===== config.mk =====
export PLATFORM = sky130hd
export DESIGN_NAME = clockdiv_prog
export DESIGN_NICKNAME = d
export VERILOG_FILES = /design/src/rtl/clockdiv_pkg.sv /design/src/rtl/clockdiv_prog.sv
export SDC_FILE = /design/constraint.sdc
export NUM_CORES = 1
export LEC_CHECK = 0
export BUFFER_PORTS_ARGS = -buffer_cell sky130_fd_sc_hd__buf_2
export CELL_PAD_IN_SITES_DETAIL_PLACEMENT = 0
export CELL_PAD_IN_SITES_GLOBAL_PLACEMENT = 1
export CORE_AREA = 2 2 88 69
export DETAILED_ROUTE_END_ITERATION = 10
export DIE_AREA = 0 0 90 71
export HOLD_SLACK_MARGIN = 0.03
export PLACE_DENSITY_LB_ADDON = 0.1
export SLEW_MARGIN = 20
export SYNTH_ARGS = -nofsm -noshare
export SYNTH_HDL_FRONTEND = slang
export SYNTH_SLANG_ARGS = --single-unit

===== constraint.sdc =====
create_clock -name clk_in -period 3.2 [get_ports clk_in]
set_input_delay 0.16 -clock clk_in [delete_from_list [all_inputs] [get_ports clk_in]]
set_output_delay 0.16 -clock clk_in [all_outputs]
set_load 0.05 [all_outputs]

===== src/rtl/clockdiv_pkg.sv =====
`default_nettype none
// ============================================================================
//  Module      : clockdiv_pkg
//  Description : Shared types, constants and helpers for the programmable
//                integer clock divider.
//  Revision    : 1.0 - initial release
// ============================================================================
package clockdiv_pkg;

    // Divider control state: parked, running, running with a reload queued.
    typedef enum logic [1:0] {
        IDLE     = 2'd0,
        RUN      = 2'd1,
        RUN_PEND = 2'd2
    } state_e;

    // Smallest divisor that still produces a toggling output.
    localparam int MIN_DIV = 2;

    // Working width of half_ceil; divisor widths up to this value are supported.
    localparam int HC_W = 32;

    // Number of high cycles in a period: ceil(d/2). One guard bit above the
    // operand keeps d = all-ones from wrapping to zero before the shift.
    function automatic logic [HC_W:0] half_ceil(input logic [HC_W-1:0] d);
        logic [HC_W:0] sum;
        sum = {1'b0, d} + {{HC_W{1'b0}}, 1'b1};
        return sum >> 1;
    endfunction

endpackage
`default_nettype wire


===== src/rtl/clockdiv_prog.sv =====
`default_nettype none
// ============================================================================
//  Module      : clockdiv_prog
//  Description : Runtime-programmable integer clock divider. Produces a
//                registered divided clock and a period-start strobe; the
//                divisor is reloaded via valid/ready and takes effect only on
//                a period boundary so the output never glitches.
//  Revision    : 1.0 - initial release
// ============================================================================
module clockdiv_prog
    import clockdiv_pkg::*;
#(
    parameter int WIDTH       = 8,   // divisor / counter width, at most HC_W
    parameter int DEFAULT_DIV = 10   // divisor after reset, 2..2^WIDTH-1
) (
    input  logic             clk_in,
    input  logic             rst_n,
    input  logic             enable,
    input  logic             phase_clr,
    input  logic [WIDTH-1:0] div_in,
    input  logic             load_valid,
    output logic             load_ready,
    output logic             load_err,
    output logic [WIDTH-1:0] div_cur,
    output logic             clk_out,
    output logic             tick
);

    localparam logic [WIDTH-1:0] C_DEFAULT_DIV = WIDTH'(DEFAULT_DIV);
    localparam logic [WIDTH-1:0] C_MIN_DIV     = WIDTH'(MIN_DIV);
    localparam logic [WIDTH-1:0] C_ONE         = WIDTH'(1);
    localparam logic [WIDTH-1:0] C_ZERO        = '0;

    // Registered state
    state_e           r_state_q;
    logic [WIDTH-1:0] r_cnt_q;
    logic [WIDTH-1:0] r_div_q;
    logic [WIDTH-1:0] r_pend_q;
    logic             r_clk_out_q;
    logic             r_tick_q;
    logic             r_load_err_q;

    // Next-state values
    state_e           w_state_d;
    logic [WIDTH-1:0] w_cnt_d;
    logic [WIDTH-1:0] w_div_d;
    logic [WIDTH-1:0] w_pend_d;
    logic             w_clk_out_d;
    logic             w_tick_d;
    logic             w_load_err_d;

    // Decoded conditions
    logic             w_accept;     // handshake completes this cycle
    logic             w_div_ok;     // requested divisor is usable
    logic             w_accept_ok;  // accepted and usable
    logic             w_last;       // counter at the final count of the period
    logic             w_restart;    // counter returns to 0 next cycle
    logic [HC_W:0]    w_high;       // high-phase length of the current divisor
    logic             w_in_high;    // counter lies in the high phase

    // The pending slot is busy only while a reload is queued.
    assign load_ready  = (r_state_q != RUN_PEND);
    assign w_accept    = load_valid && load_ready;
    assign w_div_ok    = (div_in >= C_MIN_DIV);
    assign w_accept_ok = w_accept && w_div_ok;

    assign w_last    = (r_cnt_q == (r_div_q - C_ONE));
    assign w_restart = w_last || phase_clr;
    assign w_high    = half_ceil(HC_W'(r_div_q));
    assign w_in_high = ({1'b0, HC_W'(r_cnt_q)} < w_high);

    // State and datapath registers with synchronous active-low reset.
    always_ff @(posedge clk_in) begin
        if (!rst_n) begin
            r_state_q    <= IDLE;
            r_cnt_q      <= C_ZERO;
            r_div_q      <= C_DEFAULT_DIV;
            r_pend_q     <= C_DEFAULT_DIV;
            r_clk_out_q  <= 1'b0;
            r_tick_q     <= 1'b0;
            r_load_err_q <= 1'b0;
        end else begin
            r_state_q    <= w_state_d;
            r_cnt_q      <= w_cnt_d;
            r_div_q      <= w_div_d;
            r_pend_q     <= w_pend_d;
            r_clk_out_q  <= w_clk_out_d;
            r_tick_q     <= w_tick_d;
            r_load_err_q <= w_load_err_d;
        end
    end

    // Next-state logic: enable low always parks the divider.
    always_comb begin
        w_state_d = r_state_q;
        if (!enable) begin
            w_state_d = IDLE;
        end else begin
            case (r_state_q)
                IDLE:     w_state_d = RUN;
                RUN:      if (w_accept_ok) w_state_d = RUN_PEND;
                RUN_PEND: if (w_restart)   w_state_d = RUN;
                default:  w_state_d = IDLE;
            endcase
        end
    end

    // Counter, divisor/pending update and registered output values.
    always_comb begin
        w_cnt_d      = r_cnt_q;
        w_div_d      = r_div_q;
        w_pend_d     = r_pend_q;
        w_clk_out_d  = 1'b0;
        w_tick_d     = 1'b0;
        w_load_err_d = w_accept && !w_div_ok;

        if (!enable) begin
            // Parking resets the phase, so any divisor change is safe here:
            // a queued reload is committed, otherwise a fresh load applies.
            w_cnt_d = C_ZERO;
            if (r_state_q == RUN_PEND) begin
                w_div_d = r_pend_q;
            end else if (w_accept_ok) begin
                w_div_d = div_in;
            end
        end else begin
            w_clk_out_d = w_in_high;
            w_tick_d    = (r_cnt_q == C_ZERO);
            w_cnt_d     = w_restart ? C_ZERO : (r_cnt_q + C_ONE);
            case (r_state_q)
                // Counter is 0 here, so a direct apply cannot overrun it.
                IDLE:     if (w_accept_ok) w_div_d  = div_in;
                RUN:      if (w_accept_ok) w_pend_d = div_in;
                RUN_PEND: if (w_restart)   w_div_d  = r_pend_q;
                default:  ;
            endcase
        end
    end

    assign load_err = r_load_err_q;
    assign div_cur  = r_div_q;
    assign clk_out  = r_clk_out_q;
    assign tick     = r_tick_q;

endmodule
`default_nettype wire


### Word-level counts from Yosys, hierarchy flattened

Cells that the tools add are included.

| storage, ports and cells | value |
|---|---|
| input port bits | 13 |
| flip-flop bits (word level) | 29 |
| output and inout port bits | 12 |
| logic and storage cells | 42 |

| operators by class | value |
|---|---|
| $lt $le $gt $ge | 2 |
| add/subtract/negate cells | 3 |
| multiplexer cells | 8 |
| bitwise operators | 2 |
| equal/unequal tests | 8 |
| reduce and logical (&&, ||, !) cells | 12 |

Operators with widths:

| cell | number |
|---|---|
| $mux 8 | 4 |
| $pmux 8 s2 | 1 |
| $add 8x1->9 const B | 1 |
| $add 8x1->8 const B | 1 |
| $eq 8x8->1 | 1 |
| $ge 8x2->1 const B | 1 |
| $logic_not 8->1 | 1 |
| $lt 8x8->1 | 1 |
| $sub 8x1->8 const B | 1 |
| $ne 2x2->1 const B | 3 |
| $pmux 2 s3 | 1 |
| $reduce_and 2->1 | 3 |
| $mux 2 | 2 |
| $logic_and 1x1->1 | 3 |
| $ne 3x1->1 const B | 1 |
| $ne 3x3->1 const B | 1 |
| $reduce_and 3->1 | 1 |
| $reduce_or 3->1 | 1 |
| $eq 2x1->1 const B | 1 |
| $eq 2x2->1 const B | 1 |
| $logic_not 2->1 | 1 |
| $not 1->1 | 2 |
| $logic_not 1->1 | 1 |
| $logic_or 1x1->1 | 1 |

### Logic depth before layout (Yosys ltp)

Gate-level depths: netlist of the first run.

| depth | value |
|---|---|
| depth after elaboration | 6 |
| mapped depth | 11 |
| mapped depth without buffers | 8 |

### Worst setup path after synthesis of the first run

No wires, ideal clock.

| timing path | value |
|---|---|
| path kind | register to register |
| start point | reg r_div_q[0], in the netlist div_cur[0] |
| end point | reg r_div_q[1], in the netlist div_cur[1] |
| arrival | 2.903 ns |
| period minus slack after synthesis | 3.024 ns |
| cell stages (with the launch flop) | 11 |
| required time | 3.079 ns |
| slack | 0.176 ns |
| buffers on the path | 2 |
| library setup time | 0.121 ns |
| cells stage by stage | dfxtp_1 buf_2 inv_1 ha_1 buf_2 o21bai_1 a2111oi_0 a311oi_2 a2111oi_4 o31ai_4 mux2_4 |

| between the ends | value |
|---|---|
| word-level cells in the longest chain between the ends | 5 |

RTL lines:

| element | line | text |
|---|---|---|
| start: declaration | clockdiv_prog.sv:37 | `logic [WIDTH-1:0] r_div_q;` |
| start signal: assignment | clockdiv_prog.sv:85 | `r_div_q <= w_div_d;` |
| $sub 8x1->8 | clockdiv_prog.sv:67 | `assign w_last = (r_cnt_q == (r_div_q - C_ONE));` |
| $eq 8x8->1 | clockdiv_prog.sv:67 |  |
| $logic_or 1x1->1 | clockdiv_prog.sv:68 | `assign w_restart = w_last \|\| phase_clr;` |
| $ne 3x3->1 (no source line) | - |  |
| $reduce_and 2->1 (no source line) | - |  |

Every way passes these cells.
A chain may end at the register's enable or synchronous reset.

### Worst setup path in the final report of the first run

| timing path | value |
|---|---|
| start point | reg r_div_q[1], in the netlist div_cur[1] |
| end point | reg r_div_q[1], in the netlist div_cur[1] |

| between the ends | value |
|---|---|
| word-level cells in the longest chain between the ends | 5 |
| elaborated cells on any way between the ends | 9 |
| those cells by class | add/sub (1); eq/ne (2); mux (4); reduce/logical (2) |

RTL lines:

| element | line |
|---|---|
| $sub 8x1->8 | clockdiv_prog.sv:67 |
| $eq 8x8->1 | clockdiv_prog.sv:67 |
| $logic_or 1x1->1 | clockdiv_prog.sv:68 |
| $ne 3x3->1 (no source line) | - |
| $reduce_and 2->1 (no source line) | - |

Several ways; a longest one is shown, not always the timed one.

==> results of run 1 <==
==> cell families (layout without fill, tap and decap cells) <==
logic type      after synthesis  after routing  share of synthesized area, %
flops                        29             29                          31.1
xor+xnor                     22             22                          10.3
mux                          24             24                          13.8
simple gates                 77             77                          21.8
buf+inv                      20             39                          4.89
compound gates               21             21                          10.7
fa+ha+maj                    11             11                          7.37
==> power groups by stage <==
stage	combinational, µW	sequential (µW)	clock [µW]
after floorplan	100	423	0
after global placement	157	404	0
after detailed placement	159	405	0
after CTS	160	396	406
after global routing	173	399	430
final	158	396	395
==> synthesized netlist by cell type, types with 3 or more instances <==
master,n,area (µm²)
nand2_1,22,82.6
nand3_1,11,55.1
nand2b_1,6,37.5
buf_2,7,35.0
clkbuf_1,6,22.5
xnor2_1,6,52.6
xor2_1,16,140
and3_1,3,18.8
nand4_1,3,18.8
inv_1,6,22.5
nor2_1,12,45.0
mux2_2,6,67.6
dfxtp_1,29,581
ha_1,11,138
nor2b_1,6,37.5
mux2i_1,16,160
==> how the worst max path moves through the flow <==
stage	start	endpoint	slack [ns]	cells past startpoint
2_1_floorplan	div_cur[0]	div_cur[1]	0.18	10
3_3_place_gp	div_cur[1]	div_cur[1]	0.44	8
3_5_place_dp	div_cur[1]	div_cur[1]	0.22	8
4_1_cts	div_cur[1]	div_cur[1]	0.20	8
5_1_grt	div_cur[1]	div_cur[1]	0.11	8
6_report	div_cur[1]	div_cur[1]	0.30	8
==> through the flow <==
step                      power (µW)  std cells
after floorplan                  523        204
after global placement           561        293
after detailed placement         563        293
after CTS                        962        301
after global routing            1000        301
final                            950        301
==> layer usage <==
layer / up-vias / share of wire (%) / routed length, µm
met5: - / 0 / 0
met2: 17 / 41 / 1830
met3: 4 / 2.8 / 122
met4: 0 / 0.98 / 43
met1: 716 / 55 / 2410
li1: 748 / - / -
==> layout by cell type (no fill, tap or decap), types with 3 or more instances in the layout <==
cell type  count
nor2_1        12
nand2b_1       6
nand3_1       11
dfxtp_1       29
inv_1          6
mux2_2         6
clkbuf_8       6
nor2b_1        6
mux2i_1       16
and3_1         3
ha_1          11
nand4_1        3
xor2_1        16
buf_2         24
xnor2_1        6
nand2_1       22
==> area by class of cell <==
cell class / instances / area [µm²] / share of cell area, %
flip-flops and latches: 29 / 581 / 27.1
clock buffers: 7 / 86.3 / 4.03
multi-input cells: 155 / 1200 / 55.9
well taps: 78 / 97.6 / 4.56
inverters: 6 / 22.5 / 1.05
repair buffers: 25 / 128 / 5.96
clock inverters: 1 / 30.0 / 1.40
==> state kept, by name, summed over array words and instances, names as in the netlist <==
register   count
div_cur        8
r_cnt_q        8
r_pend_q       8
r_state_q      2
clk_out        1
load_err       1
tick           1
==> worst max-delay path: cells and delay by family, from the launching register on <==
family	cells	cell delay, ns
multiplexers	1	0.34
flip-flops	1	0.53
adder cells (fa/ha/maj)	1	0.30
AO/OA/AOI/OAI	5	1.51
buffers and inverters	1	0.11
==> impl_metrics.yaml, run 1 <==
global_routing:
  grt_use_met1_pct: 21.0
  grt_pass1_vias: 1495
  gr-total-overflow: 0
  grt_max_degree: 28
  antenna_found_initial: 0
  grt_use_met2_pct: 21.6
  grt_first_pass_wirelength_um: 7450
  busiest_layer: "met2"
  grtUsageMet3_pct: 3.83
  grt_use_total_pct: 14.7
timing:
  hold_viol: 0
  max_slew.worst_pin.slew_ns: 0.625
  finalCritPeriodShare_pct: 90.8
  fin_crit_ns: 2.90
  finalWorstSetupSlack_ns: 0.296
  finalSetupTns_ns: 0
  whs_ns: 0.144
  rsz0062_at_grt: "no"
  slew_headroom_pct: 57.8
  finalClockSkew_ns: 0.00855
  max_freq_mhz: 344
  slew_violations: 0
  setup_viol: 0
routing:
  drtIter0Drc: 60
  wl_um: 4400
  vias: 1485
  ant_nets: 0
  drcViolationCount: 0
  dr.pass1.iters: 4
  wire_per_inst_um: 14.6
  avgViaCountPerCell: 4.93
clocking:
  cts_sinks: 29
  htreeDepth: 2
  post_cts_resized: 0
  clockRootBuffer: "clkbuf_8"
  clkSlewWorstSetupHoldPaths_ns: 0.07
  cts_setup_buffers: 0
  cts_buffer_depth: 2
  postCtsHoldBufs: 0
  clock_latency_ns: 0.28
  cts-buffers-inserted: 5
  cts_tree: "yes"
setup_path:
  r2r_end: "div_cur[1]"
  worstSetupEndpointType: "flip-flop"
  crit_path_start_kind: "flip-flop"
  crit_chain: "inv_1 > ha_1 > o21bai_1 > a2111oi_1 > a311oi_2 > a2111oi_4 > o31ai_4 > mux2_4"
  r2r-start: "div_cur[1]"
  reg2reg_depth: 8
  required_ns: 3.36
  critPathMaxFanout: 10
  max_stage_delay_ns: 0.53
  path_class: "flip-flop to flip-flop"
  crit_arrival_ns: 3.07
  cp_slowest_cell: "dfxtp_1"
  reg2reg_slack_ns: 0.30
power_and_ir_drop:
  swShare_pct: 27.4
  pwr_density_cell_mw_per_mm2: 443
  intPower_uw: 690
  peakVddDrop_v: 0.000201
  power_frac_clock_pct: 41.6
  combPwrFrac_pct: 16.7
  leakage_uw: 0.000876
  switchingPower_uw: 260
  sequentialPowerShare_pct: 41.7
synthesis:
  yosysWarnings: 0
  synth_seq_cells: 29
  postSynthAreaPerCell_um2: 9.16
  synth_seq_area_share_pct: 31.1
  synth-edff-count: 0
  synth_top_flop_cell: "dfxtp_1"
  async_flop_share_pct: 0
  syn-cell-area_mm2: 0.00187
  netlist_instances: 204
  synth_nets: 228
  synthDistinctLibCells: 45
min_path:
  min_from: "div_in[3]"
  hold_class: "primary input to flip-flop"
  worstHoldPathCells: 3
  min_to: "r_pend_q[3]"
cells_and_area:
  antenna_cells: 0
  syn_to_final_growth_pct: 14.7
  final_util_pct: 38.4
  fillers: 605
  fin_area_mm2: 0.00214
  layout.nets: 246
  drive_above_1_share_pct: 22.0
floorplanning:
  die_h_um: 71
  std_cell_rows: 24
  initial_core_util_pct: 33.4
  core-area_mm2: 0.00559
  die_w_um: 90
  ioPinCount: 25
  die_area_mm2: 0.00639
placement:
  dp_slack_ns: 0.224
  gp_congestion: 0.876
  place_area_mm2: 0.00202
  io_buffers: 24
  place_hpwl_um: 3310
job:
  cap_violations: 0
status:
  outcome: "completed"
No activity file was read; power rests on OpenSTA's default activity.
==> run 2, diff against run 1 <==
==> constraint.sdc (replaced) <==
create_clock -name clk_in -period 2.5 [get_ports clk_in]
set_input_delay 0.125 -clock clk_in [delete_from_list [all_inputs] [get_ports clk_in]]
set_output_delay 0.125 -clock clk_in [all_outputs]
set_load 0.05 [all_outputs]
==> run 2 against run 1 <==
Maximum frequency up 22%. Setup slack got worse by 0.18 ns. Sequential power grew 26%. Die area did not move. Clock skew shrank 0.0021 ns. Global-route usage decreased by 0.65 points.
==> impl_metrics.yaml, run 2 (synthesis results as in run 1) <==
setup_path:
  worstSetupEndpointType: "flip-flop"
  reg2reg_depth: 8
  critPathMaxFanout: 9
  cp_slowest_cell: "dfxtp_1"
  crit_chain: "nor4_4 > a2111oi_2 > a311oi_2 > a2111oi_4 > buf_4 > o31ai_4 > buf_12 > mux2_4"
  reg2reg_slack_ns: 0.12
  required_ns: 2.67
  critPathLaunch: "div_cur[3]"
  crit_path_start_kind: "flip-flop"
  r2r-start: "div_cur[3]"
  path_class: "flip-flop to flip-flop"
  crit_end: "div_cur[3]"
  max_stage_delay_ns: 0.44
  crit_arrival_ns: 2.55
  r2r_end: "div_cur[3]"
clocking:
  postCtsHoldBufs: 0
  cts_tree: "yes"
  htreeDepth: 2
  cts_setup_buffers: 0
  post_cts_resized: 0
  clkSlewWorstSetupHoldPaths_ns: 0.06
  cts-buffers-inserted: 5
  cts_buffer_depth: 2
  cts_sinks: 29
  clockRootBuffer: "clkbuf_8"
  clock_latency_ns: 0.28
floorplanning:
  die_area_mm2: 0.00639
  die_w_um: 90
  initial_core_util_pct: 33.4
  std_cell_rows: 24
  core-area_mm2: 0.00559
  die_h_um: 71
  ioPinCount: 25
routing:
  wl_um: 4350
  avgViaCountPerCell: 4.83
  dr.pass1.iters: 4
  wire_per_inst_um: 13.8
  drcViolationCount: 0
  vias: 1521
  ant_nets: 0
  drtIter0Drc: 95
global_routing:
  grt_max_degree: 27
  grt_first_pass_wirelength_um: 7130
  grt_use_met2_pct: 21.3
  busiest_layer: "met2"
  grt_use_met1_pct: 20.0
  grt_pass1_vias: 1449
  grt_use_total_pct: 14.0
  antenna_found_initial: 0
  grtUsageMet3_pct: 3.30
  gr-total-overflow: 0
timing:
  fin_crit_ns: 2.38
  slew_violations: 0
  setup_viol: 0
  rsz0062_at_grt: "no"
  slew_headroom_pct: 63.5
  max_slew.worst_pin.slew_ns: 0.547
  finalSetupTns_ns: 0
  finalClockSkew_ns: 0.00650
  whs_ns: 0.113
  finalCritPeriodShare_pct: 95.2
  hold_viol: 0
  max_freq_mhz: 420
cells_and_area:
  fillers: 598
  final_common_cell: "dfxtp_1"
  final_util_pct: 40.8
  drive_above_1_share_pct: 29.1
  layout.nets: 260
  antenna_cells: 0
  syn_to_final_growth_pct: 22.0
  mostFrequentLayoutCells: "dfxtp_1, buf_2, nand2_1"
job:
  cap_violations: 0
placement:
  gp_congestion: 0.846
  place_hpwl_um: 3380
  io_buffers: 24
power_and_ir_drop:
  leakage_uw: 0.000949
  p_total_uw: 1200
  peakVddDrop_v: 0.000232
  pwr_density_cell_mw_per_mm2: 528
status:
  outcome: "completed"
min_path:
  hold_class: "primary input to flip-flop"
[run 2: cell count changes in the layout (fill, tap and decap cells not counted), moves of 2 or more]
cell / previous run / this run
buf_4: 1 / 14
dfxtp_1: 29 / 27
dfxtp_4: 0 / 2
inv_1: 6 / 4
inv_2: 0 / 2
[run 2: power breakdown]
| group | internal (µW) | switching (µW) | leakage [µW] |
|---|---|---|---|
| Clock | 284 | 186 | 0.0000566 |
| Sequential | 478 | 20.6 | 0.000237 |
| Combinational | 99.7 | 136 | 0.000655 |
| Total | 862 | 342 | 0.000949 |
[run 2: area by class of cell]
cell class	count	area, µm²	share of cell area (%)
clock buffer	8	111	4.88
multi-input combinational	155	1210	53.3
tap	78	97.6	4.28
inverter	6	22.5	0.988
sequential	29	588	25.8
timing repair buffer	39	245	10.8
[run 2: per-stage QoR]
step	setup WS, ns	area [µm²]	cells
finish	0.119	2280	315
global route	0.0232	2280	315
CTS	0.0559	2240	311
detailed placement	0.0733	2130	303
global placement	0.111	2130	303
floorplan	-0.0241	1910	204
[run 2: routing by layer]
layer  vias up  share of wire (%)
met5         -                  0
met4         0               0.87
met3         7                3.4
met2        26                 42
met1       709                 54
li1        779                  -
[run 2: worst min path at each step]
stage                    start     endpoint  slack (ns)  cells past startpoint
finish              load_valid     load_err        0.11                      2
CTS                  div_in[3]  r_pend_q[3]        0.11                      3
detailed placement   div_in[3]  r_pend_q[3]        0.40                      3
floorplan            div_in[1]  r_pend_q[1]        0.25                      2
global route        load_valid     load_err        0.12                      2
global placement    load_valid     load_err        0.39                      2
[run 2: critical path, delay by kind of cell, from the launching register on]
kind	cells	cell delay [ns]
compound gates	4	0.84
buf+inv	2	0.34
flops	1	0.44
mux	1	0.29
simple gates	1	0.38
==> run 3, diff against run 2 <==
--- a/config.mk
+++ b/config.mk
@@ -6,12 +6,14 @@
 export NUM_CORES = 1
 export LEC_CHECK = 0
 export BUFFER_PORTS_ARGS = -buffer_cell sky130_fd_sc_hd__buf_2
+export CAP_MARGIN = 20
 export CELL_PAD_IN_SITES_DETAIL_PLACEMENT = 0
 export CELL_PAD_IN_SITES_GLOBAL_PLACEMENT = 1
 export CORE_AREA = 2 2 88 69
 export DETAILED_ROUTE_END_ITERATION = 10
 export DIE_AREA = 0 0 90 71
 export HOLD_SLACK_MARGIN = 0.03
+export MAX_ROUTING_LAYER = met4
 export PLACE_DENSITY_LB_ADDON = 0.1
 export SLEW_MARGIN = 20
 export SYNTH_ARGS = -nofsm -noshare
==> run 3 against run 2 <==
Cell area is the same. Non-clock buffer count stayed put. Register-to-register slack about the same. Routed wire length up 0.14%. Utilization unchanged. Sequential power barely moved. Clock-buffer cell count unchanged. Die area unchanged. Clock power barely moved. Largest power group unchanged.
==> impl_metrics.yaml, run 3 (synthesis results as in run 1) <==
timing:
  fin_crit_ns: 2.38
  rsz0062_at_grt: "no"
  slew_headroom_pct: 65.1
  max_slew.worst_pin.slew_ns: 0.523
  finalSetupTns_ns: 0
  finalCritPeriodShare_pct: 95.3
  max_freq_mhz: 420
  finalClockSkew_ns: 0.00667
  finalWorstSetupSlack_ns: 0.118
  whs_ns: 0.113
  setup_viol: 0
  hold_viol: 0
  slew_violations: 0
setup_path:
  path_class: "flip-flop to flip-flop"
  reg2reg_slack_ns: 0.12
  cp_slowest_cell: "dfxtp_4"
  critPathMaxFanout: 8
  r2r-start: "div_cur[1]"
  worstSetupEndpointType: "flip-flop"
  critical-path-top-delay-family: "compound AO/OA/AOI/OAI gates"
  r2r_end: "div_cur[3]"
  path_buf_inv: 3
  required_ns: 2.67
  crit_arrival_ns: 2.55
  max_stage_delay_ns: 0.35
  crit_chain: "inv_2 > ha_4 > o21ba_2 > a221oi_1 > a41oi_1 > a2111oi_4 > buf_4 > o31ai_4 > buf_12 > mux2_4"
  reg2reg_depth: 10
  crit_path_start_kind: "flip-flop"
placement:
  place_hpwl_um: 3380
  gp_congestion: 0.859
  dp_slack_ns: 0.0733
  io_buffers: 24
floorplanning:
  core-area_mm2: 0.00559
  ioPinCount: 25
  initial_core_util_pct: 33.4
  die_area_mm2: 0.00639
  std_cell_rows: 24
  die_w_um: 90
  die_h_um: 71
clocking:
  cts-buffers-inserted: 5
  cts_tree: "yes"
  postCtsHoldBufs: 0
  htreeDepth: 2
  cts_sinks: 29
  clockRootBuffer: "clkbuf_8"
  cts_buffer_depth: 2
  clkSlewWorstSetupHoldPaths_ns: 0.07
  clock_latency_ns: 0.28
routing:
  top_layer_used: "met4"
  dr.pass1.iters: 4
  wl_um: 4360
  wl_met1_um: 2340
  vias: 1524
  ant_nets: 0
  drcViolationCount: 0
  avgViaCountPerCell: 4.84
  wire_per_inst_um: 13.8
  drtIter0Drc: 81
  wl_met3_um: 131
  wl_met2_um: 1840
power_and_ir_drop:
  pwr_density_cell_mw_per_mm2: 528
  peakVddDrop_v: 0.000232
  leakage_uw: 0.000949
global_routing:
  grt_max_degree: 27
  grt_first_pass_wirelength_um: 7130
  grt_pass1_vias: 1447
  grt_use_total_pct: 14.5
  antenna_found_initial: 0
  gr-total-overflow: 0
cells_and_area:
  final_util_pct: 40.8
  layout.nets: 260
  register_area_um2: 588
  final_common_cell: "dfxtp_1"
  syn_to_final_growth_pct: 22.0
  multiInputGateArea_mm2: 0.00121
  antenna_cells: 0
  drive_above_1_share_pct: 29.1
  fillers: 598
  mostFrequentLayoutCells: "dfxtp_1, buf_2, nand2_1"
min_path:
  min_to: "load_err"
  hold_class: "primary input to flip-flop"
  min_from: "load_valid"
  worstHoldPathCells: 2
job:
  cap_violations: 0
status:
  outcome: "completed"
## run 3: cell counts in the layout (fill, tap and decap cells not counted)
No cell type changed its count.
## run 3: worst max-delay path by stage
stage	from	slack [ns]	cells past startpoint	endpoint
2_1_floorplan	div_cur[0]	-0.02	10	div_cur[1]
3_3_place_gp	div_cur[1]	0.11	8	div_cur[1]
3_5_place_dp	div_cur[1]	0.07	8	div_cur[1]
4_1_cts	div_cur[1]	0.06	8	div_cur[3]
5_1_grt	div_cur[3]	0.02	8	div_cur[1]
6_report	div_cur[1]	0.12	10	div_cur[3]
## run 3: per-stage QoR
step | power [µW] | instance area [µm²] | cells
floorplan | 681 | 1910 | 204
detailed placement | 736 | 2130 | 303
finish | 1200 | 2280 | 315
global route | 1270 | 2280 | 315
global placement | 734 | 2130 | 303
CTS | 1210 | 2240 | 311
## run 3: timing repair
item | 4_1_cts | 5_1_grt
setup endpoints to repair | 0 | 2
buffers inserted | 0 | 4
gates resized for setup | 0 | 0
## run 3: final cells by class
type                            instances  share of cell area (%)
Inverter                                6                   0.988
Sequential cell                        29                    25.8
Clock buffer                            8                    4.88
Timing Repair Buffer                   39                    10.8
Tap cell                               78                    4.28
Multi-Input combinational cell        155                    53.3
## run 3: metal layers
layer / vias up / track usage [%]
met5: - / -
met4: 0 / 3.59
met3: 5 / 3.30
met2: 21 / 21.3
met1: 720 / 20.1
li1: 778 / -
## run 3: power breakdown
part | switching, µW | internal [µW] | total [µW] | leakage, µW
combinational | 136 | 99.7 | 236 | 0.000655
sequential | 20.4 | 478 | 498 | 0.000237
clock | 186 | 284 | 471 | 0.0000566
